`src/rtl/tff_updown_counter.sv`:
```
// Up/down modulo counter built from a bank of toggle cells.
// Every next-state value, including load and wrap, is expressed as a T vector.
module tff_updown_counter #(
   parameter int     WIDTH   = 4,
   parameter longint MODULUS = 16
) (
   input  logic             i_clk,
   input  logic             i_rst,
   input  logic             i_en,
   input  logic             i_up,
   input  logic             i_load,
   input  logic [WIDTH-1:0] i_din,
   input  logic             i_clr_ovf,
   output logic [WIDTH-1:0] o_q,
   output logic [WIDTH-1:0] o_qb,
   output logic             o_tc,
   output logic             o_wrap,
   output logic             o_ovf
);

   localparam logic [WIDTH-1:0] L_TOP = WIDTH'(MODULUS - 1);

   if (WIDTH < 1 || WIDTH > 32) begin : g_bad_width
      $error("tff_updown_counter: WIDTH out of range");
   end
   if (MODULUS < 2 || MODULUS > (64'sd1 <<< WIDTH)) begin : g_bad_mod
      $error("tff_updown_counter: MODULUS out of range");
   end

   logic [WIDTH-1:0] r_q;
   logic             r_wrap;
   logic             r_ovf;

   logic [WIDTH-1:0] w_qb;
   logic [WIDTH-1:0] w_inc_t;
   logic [WIDTH-1:0] w_dec_t;
   logic [WIDTH-1:0] w_ld_val;
   logic [WIDTH-1:0] w_t;
   logic             w_at_top;
   logic             w_at_zero;
   logic             w_wrap_ev;

   assign w_qb      = ~r_q;
   assign w_at_top  = (r_q == L_TOP);
   assign w_at_zero = (r_q == '0);
   assign w_ld_val  = (i_din > L_TOP) ? L_TOP : i_din;

   // Ripple-carry toggle terms: bit i flips when all lower bits are 1 (up) or 0 (down)
   assign w_inc_t[0] = 1'b1;
   assign w_dec_t[0] = 1'b1;
   for (genvar i = 1; i < WIDTH; i++) begin : g_tog
      assign w_inc_t[i] = &r_q[i-1:0];
      assign w_dec_t[i] = &w_qb[i-1:0];
   end

   always_comb begin
      w_t       = '0;
      w_wrap_ev = 1'b0;
      if (i_load) begin
         w_t = r_q ^ w_ld_val;
      end else if (i_en) begin
         if (i_up) begin
            if (w_at_top) begin
               w_t       = r_q;
               w_wrap_ev = 1'b1;
            end else begin
               w_t = w_inc_t;
            end
         end else begin
            if (w_at_zero) begin
               w_t       = r_q ^ L_TOP;
               w_wrap_ev = 1'b1;
            end else begin
               w_t = w_dec_t;
            end
         end
      end
   end

   always_ff @(posedge i_clk) begin
      if (i_rst) begin
         r_q    <= '0;
         r_wrap <= 1'b0;
         r_ovf  <= 1'b0;
      end else begin
         r_q    <= r_q ^ w_t;
         r_wrap <= w_wrap_ev;
         r_ovf  <= w_wrap_ev | (r_ovf & ~i_clr_ovf);
      end
   end

   assign o_q    = r_q;
   assign o_qb   = w_qb;
   assign o_tc   = i_en & (i_up ? w_at_top : w_at_zero);
   assign o_wrap = r_wrap;
   assign o_ovf  = r_ovf;

endmodule

```
`config.mk`:
```
export PLATFORM = sky130hd
export DESIGN_NAME = tff_updown_counter
export DESIGN_NICKNAME = d
export VERILOG_FILES = /design/src/rtl/tff_updown_counter.sv
export SDC_FILE = /design/constraint.sdc
export NUM_CORES = 1
export LEC_CHECK = 0
export CAP_MARGIN = 20
export CORE_AREA = 2 2 39 41
export CTS_CLUSTER_SIZE = 25
export DETAILED_ROUTE_END_ITERATION = 6
export DIE_AREA = 0 0 41 43
export MAX_ROUTING_LAYER = met4
export PLACE_DENSITY = 0.75
export SYNTH_ARGS = -nofsm -noshare
export SYNTH_HDL_FRONTEND = slang
export SYNTH_SLANG_ARGS = --single-unit
```
`constraint.sdc`:
```
create_clock -name i_clk -period 1.7 [get_ports i_clk]
set_input_delay 0.34 -clock i_clk [delete_from_list [all_inputs] [get_ports i_clk]]
set_output_delay 0.34 -clock i_clk [all_outputs]
set_load 0.02 [all_outputs]
```
==> Word-level counts from Yosys, hierarchy flattened <==
Cells that the tools add are included.
{ "word_totals": {"ff_bits": 6, "latch_bits": 0, "mem_bits_rw": 0, "romBits": 0, "elab_cells": 29, "memories": 0} }
{ "op_classes": {"addsub": 0, "multipliers": 0, "div": 0, "magnitude_cmp": 1, "n_eq_ne": 1, "shift": 0, "n_mux": 12, "bitwise": 7, "n_reduce_logical": 5} }
{ "op_table": {"columns": ["op", "count"], "rows": [
  ["4-bit 2-to-1 mux", 6],
  ["4-bit bitwise XOR", 2],
  ["1-bit 2-to-1 mux", 6],
  ["3-bit AND reduction", 2],
  ["4-bit == test (second input constant)", 1],
  ["4-bit greater-than comparator (second input constant)", 1],
  ["4-bit logical NOT", 1],
  ["4-bit NOT", 1],
  ["2-bit AND reduction", 2],
  ["1-bit bitwise AND", 2],
  ["1-bit NOT", 1],
  ["1-bit OR", 1]
]} }

==> Logic depth before layout (Yosys ltp) <==
{ "logic_depth": {"ltp_word": 7, "mapped_depth": 4, "ltp_nobuf": 3} }

==> Worst setup path after synthesis <==
OpenSTA, ideal clock, no wires.
{ "synth_path": {"path_kind": "flip-flop to flip-flop", "startpoint": "register r_q[0] (netlist: o_q[0])", "endpoint": "register r_q[2] (netlist: o_q[2])", "setup_time_ps": 120, "arrival_ps": 1461, "t_required_ps": 1580, "slack_ps": 119, "stages_incl_launch_ff": 5, "path_buffers": 1, "path_cell_list": "dfxtp_1 > buf_6 > or4b_4 > and3_4 > o31a_1"} }
{ "synth_between": {"elab_chain_len": 7} }
{ "synth_rtl": {"columns": ["item", "line_no", "source"], "rows": [
  ["start: declaration", "30", "logic [WIDTH-1:0] r_q;"],
  ["start signal: assignment", "86", "r_q <= r_q ^ w_t;"],
  ["parallel branches: the longest is 3 deep, another holds 4-bit == test", null, null],
  ["4-bit 2-to-1 mux (*)", "62", "if (i_up) begin"],
  ["4-bit 2-to-1 mux (*)", "61", "end else if (i_en) begin"],
  ["4-bit 2-to-1 mux (*)", "59", "if (i_load) begin"],
  ["4-bit bitwise XOR (*)", "86", null]
]} }
Every way passes the cells marked *.
A chain may end at the register's enable or synchronous reset.

==> Worst setup path in the final report <==
{ "layout_path": {"startpoint": "input i_en", "endpoint": "register r_q[2] (netlist: o_q[2])"} }
{ "layout_between": {"elab_chain_len": 3} }
{ "layout_rtl": {"columns": ["item", "line_no", "source"], "rows": [
  ["start: declaration", "9", "input logic i_en,"],
  ["4-bit 2-to-1 mux", "61", null],
  ["4-bit 2-to-1 mux", "59", null],
  ["4-bit bitwise XOR", "86", null]
]} }
No other way between the ends.

==> results.sh <==
export IMPL_wl_per_cell_um=11.4
export IMPL_synth_flop_cell="dfxtp_1"
export IMPL_die_w_um=41
export IMPL_drc=0
export IMPL_ant_nets=0
export IMPL_yosysWarnings=0
export IMPL_p_clk_frac=0.289
export IMPL_max_freq_mhz=625
export IMPL_synth_seq_cells=6
export IMPL_synthesis_area_um2=412
export IMPL_timing_final_ws_setup_ps=101
export IMPL_track_usage=0.155
export IMPL_setup_violations=0
export IMPL_antenna_found_initial=0
export IMPL_status="complete, no violations"
export IMPL_power_frac_comb=0.371
export IMPL_r2r_end="o_q[2]"
export IMPL_grt_first_pass_wirelength_mm=1.80
export IMPL_ctsHoldBuffers=0
export IMPL_cts_reportedPaths_clkPinSlew_ps=50
export IMPL_switchingPower_mw=0.143
export IMPL_min_period_ps=1600
export IMPL_whs_path_depth=2
export IMPL_r2r_cells=4
export IMPL_port_buffers=20
export IMPL_pin_count=21
export IMPL_cts_buffers=3
export IMPL_synthCells=52
export IMPL_hold_class="register to register"
export IMPL_start_util=0.297
export IMPL_gp_congestion=0.826
export IMPL_cts_tree="done"
export IMPL_synth_area_leader_cell="dfxtp_1"
export IMPL_maxSlewViolCount=0
export IMPL_grt_max_degree=8
export IMPL_worst_pin_slew_ps=325
export IMPL_core_mm2=0.00138
export IMPL_final_nets=94
export IMPL_seq_power_share=0.340
export IMPL_crit_reg2reg_launch="o_q[0]"
export IMPL_dp_hpwl_um=840
export IMPL_htree_levels=1
export IMPL_ys_async_sr_fraction=0
export IMPL_fin_skew_ps=2.05
export IMPL_diodes=0
export IMPL_maxCapViolations=0
export IMPL_layout_drive_gt1_share=0.232
export IMPL_first_pass_iters=4
export IMPL_num_vias=488
export IMPL_leakagePower_nw=0.339
export IMPL_cp_start_kind="input port"
export IMPL_clock_path_buffers=2
export IMPL_grt_pass1_vias=438
export IMPL_yosysSeqAreaShare=0.292
export IMPL_p_per_area_mw_per_mm2=651
export IMPL_p_int_mw=0.322
export IMPL_critPathKind="input port to register"
export IMPL_critPathArrivalTime_ps=1730
export IMPL_endpoint_kind="register"
export IMPL_drt_first_iter_violations=15
export IMPL_slew_headroom=0.778
export IMPL_sw_frac_of_total=0.307
export IMPL_synthTopCellsByCount="6 x dfxtp_1, 5 x inv_1, 4 x nor2_1"
export IMPL_cts_sinks=6
export IMPL_via_per_inst=4.98
export IMPL_clkLatencyLatePin_ps=240
export IMPL_reg2reg_slack_ps=140
export IMPL_dieArea_mm2=0.00176
export IMPL_cp_max_fo=3
export IMPL_num_rows=14
export IMPL_grt_overflow_total=0
export IMPL_dpl_worst_slack_ps=-415
export IMPL_yosysUniqueCellTypes=27
export IMPL_die_h_um=43
export IMPL_synthDominantCellAreaShare=0.292
export IMPL_rsz0062_at_grt="false"
export IMPL_area_delta_synth_final_pct=73.6
export IMPL_synth_edf_count=0
export IMPL_hold_path_end="o_ovf"
export IMPL_min_from="o_ovf"
export IMPL_ys_top_cells_by_area="dfxtp_1 29%, a2bb2oi_1 6.4%, inv_1 4.6%"
export IMPL_peakVddDrop_uv=235
export IMPL_p_total_mw=0.465
export IMPL_synth_net_count=62
export IMPL_syn_area_per_cell_um2=7.92
export IMPL_routed_wirelength_mm=1.11
export IMPL_yosysMostFrequentCell="dfxtp_1"
export IMPL_finalCritPeriodShare=0.941
export IMPL_hold_viol=0
export IMPL_cts_root_buf="clkbuf_4"
export IMPL_crit_required_ps=1830
[final cells by class]
type                    count  area, um^2
well taps                  16        20.0
repair buffers             32         289
flip-flops and latches      6         120
clock buffers               3        22.5
inverters                   5        18.8
fillers                   142         669
multi-input cells          36         244
[critical path, stage by stage]
cell and delay, ps:
clkdlybuf4s50_1 490, or4b_4 480, and3_4 190, o31a_1 230
[power groups by stage]
stage               clock network, mW  registers (mW)  logic, mW
finish                          0.134           0.158      0.173
global route                    0.144           0.159      0.187
CTS                             0.140           0.158      0.174
detailed placement                  0           0.160      0.183
global placement                    0           0.160      0.180
floorplan                           0           0.174     0.0769
[metal layers]
metal  routed length [um]  vias up  share of wire  global-route usage
met1                  492      220           0.44               0.204
met2                  524       22           0.47               0.216
met5                    0        -              0                   -
met4                   14        0          0.013               0.120
met3                   81        2          0.073                   0
li1                     -      244              -                   -
[how the worst max path moves through the flow]
stage	from	end	slack [ps]
floorplan	o_q[0]	o_q[2]	120
CTS	o_q[2]	o_q[2]	4
global route	o_q[0]	o_tc	10
finish	i_en	o_q[2]	100
detailed placement	i_up	o_tc	-420
global placement	i_up	o_tc	-390
[metrics by stage]
step	hold WS [ps]	util	setup TNS [ps]	instance area [um^2]	std cells
6_report	467	0.516	0	714	98
5_1_grt	492	0.516	0	714	98
4_1_cts	469	0.511	0	707	98
3_5_place_dp	463	0.501	-982	693	95
3_3_place_gp	459	0.501	-867	693	95
2_1_floorplan	487	-	0	412	52
[kinds of logic (layout without fill, tap and decap cells)]
kind of cell,after synthesis,count (layout),synth area share
mux,1,1,0.0243
simple gates,23,23,0.337
compound gates,9,9,0.167
xor+xnor,3,3,0.0638
buf+inv,10,40,0.116
flops,6,6,0.292
[timing repair]
item                                    CTS  global route
resized for setup                        11             3
endpoints found under the setup margin    7             3
gates cloned                              0             0
setup buffers                             0             0
[registers in the layout, summed over array words and instances (netlist names)]
signal and flops:
o_wrap 1, o_q 4, o_ovf 1
[layout by cell type, fill, tap and decap left out]
cell	synthesis	final
a211o_2	1	1
nand4_1	1	1
nand2b_1	1	1
nor2b_1	1	1
nand4b_1	1	1
a2bb2oi_1	3	3
xor2_1	2	2
and3_4	1	1
or4b_4	1	1
nand3_1	3	3
buf_2	2	1
nor3_1	2	2
inv_1	5	5
a2111oi_0	1	1
xnor2_1	1	1
nand2_1	3	3
clkdlybuf4s50_1	0	10
or3_1	2	2
clkbuf_4	0	3
a21oi_1	3	3
and3_1	1	1
nor2_1	4	4
dfxtp_1	6	6
nor3b_1	1	1
buf_4	0	11
nor4b_1	1	1
buf_6	1	1
mux2i_1	1	1
dlymetal6s2s_1	0	3
o31a_1	1	1
dlygate4sd2_1	0	6
No activity file was read; power rests on OpenSTA's default activity.
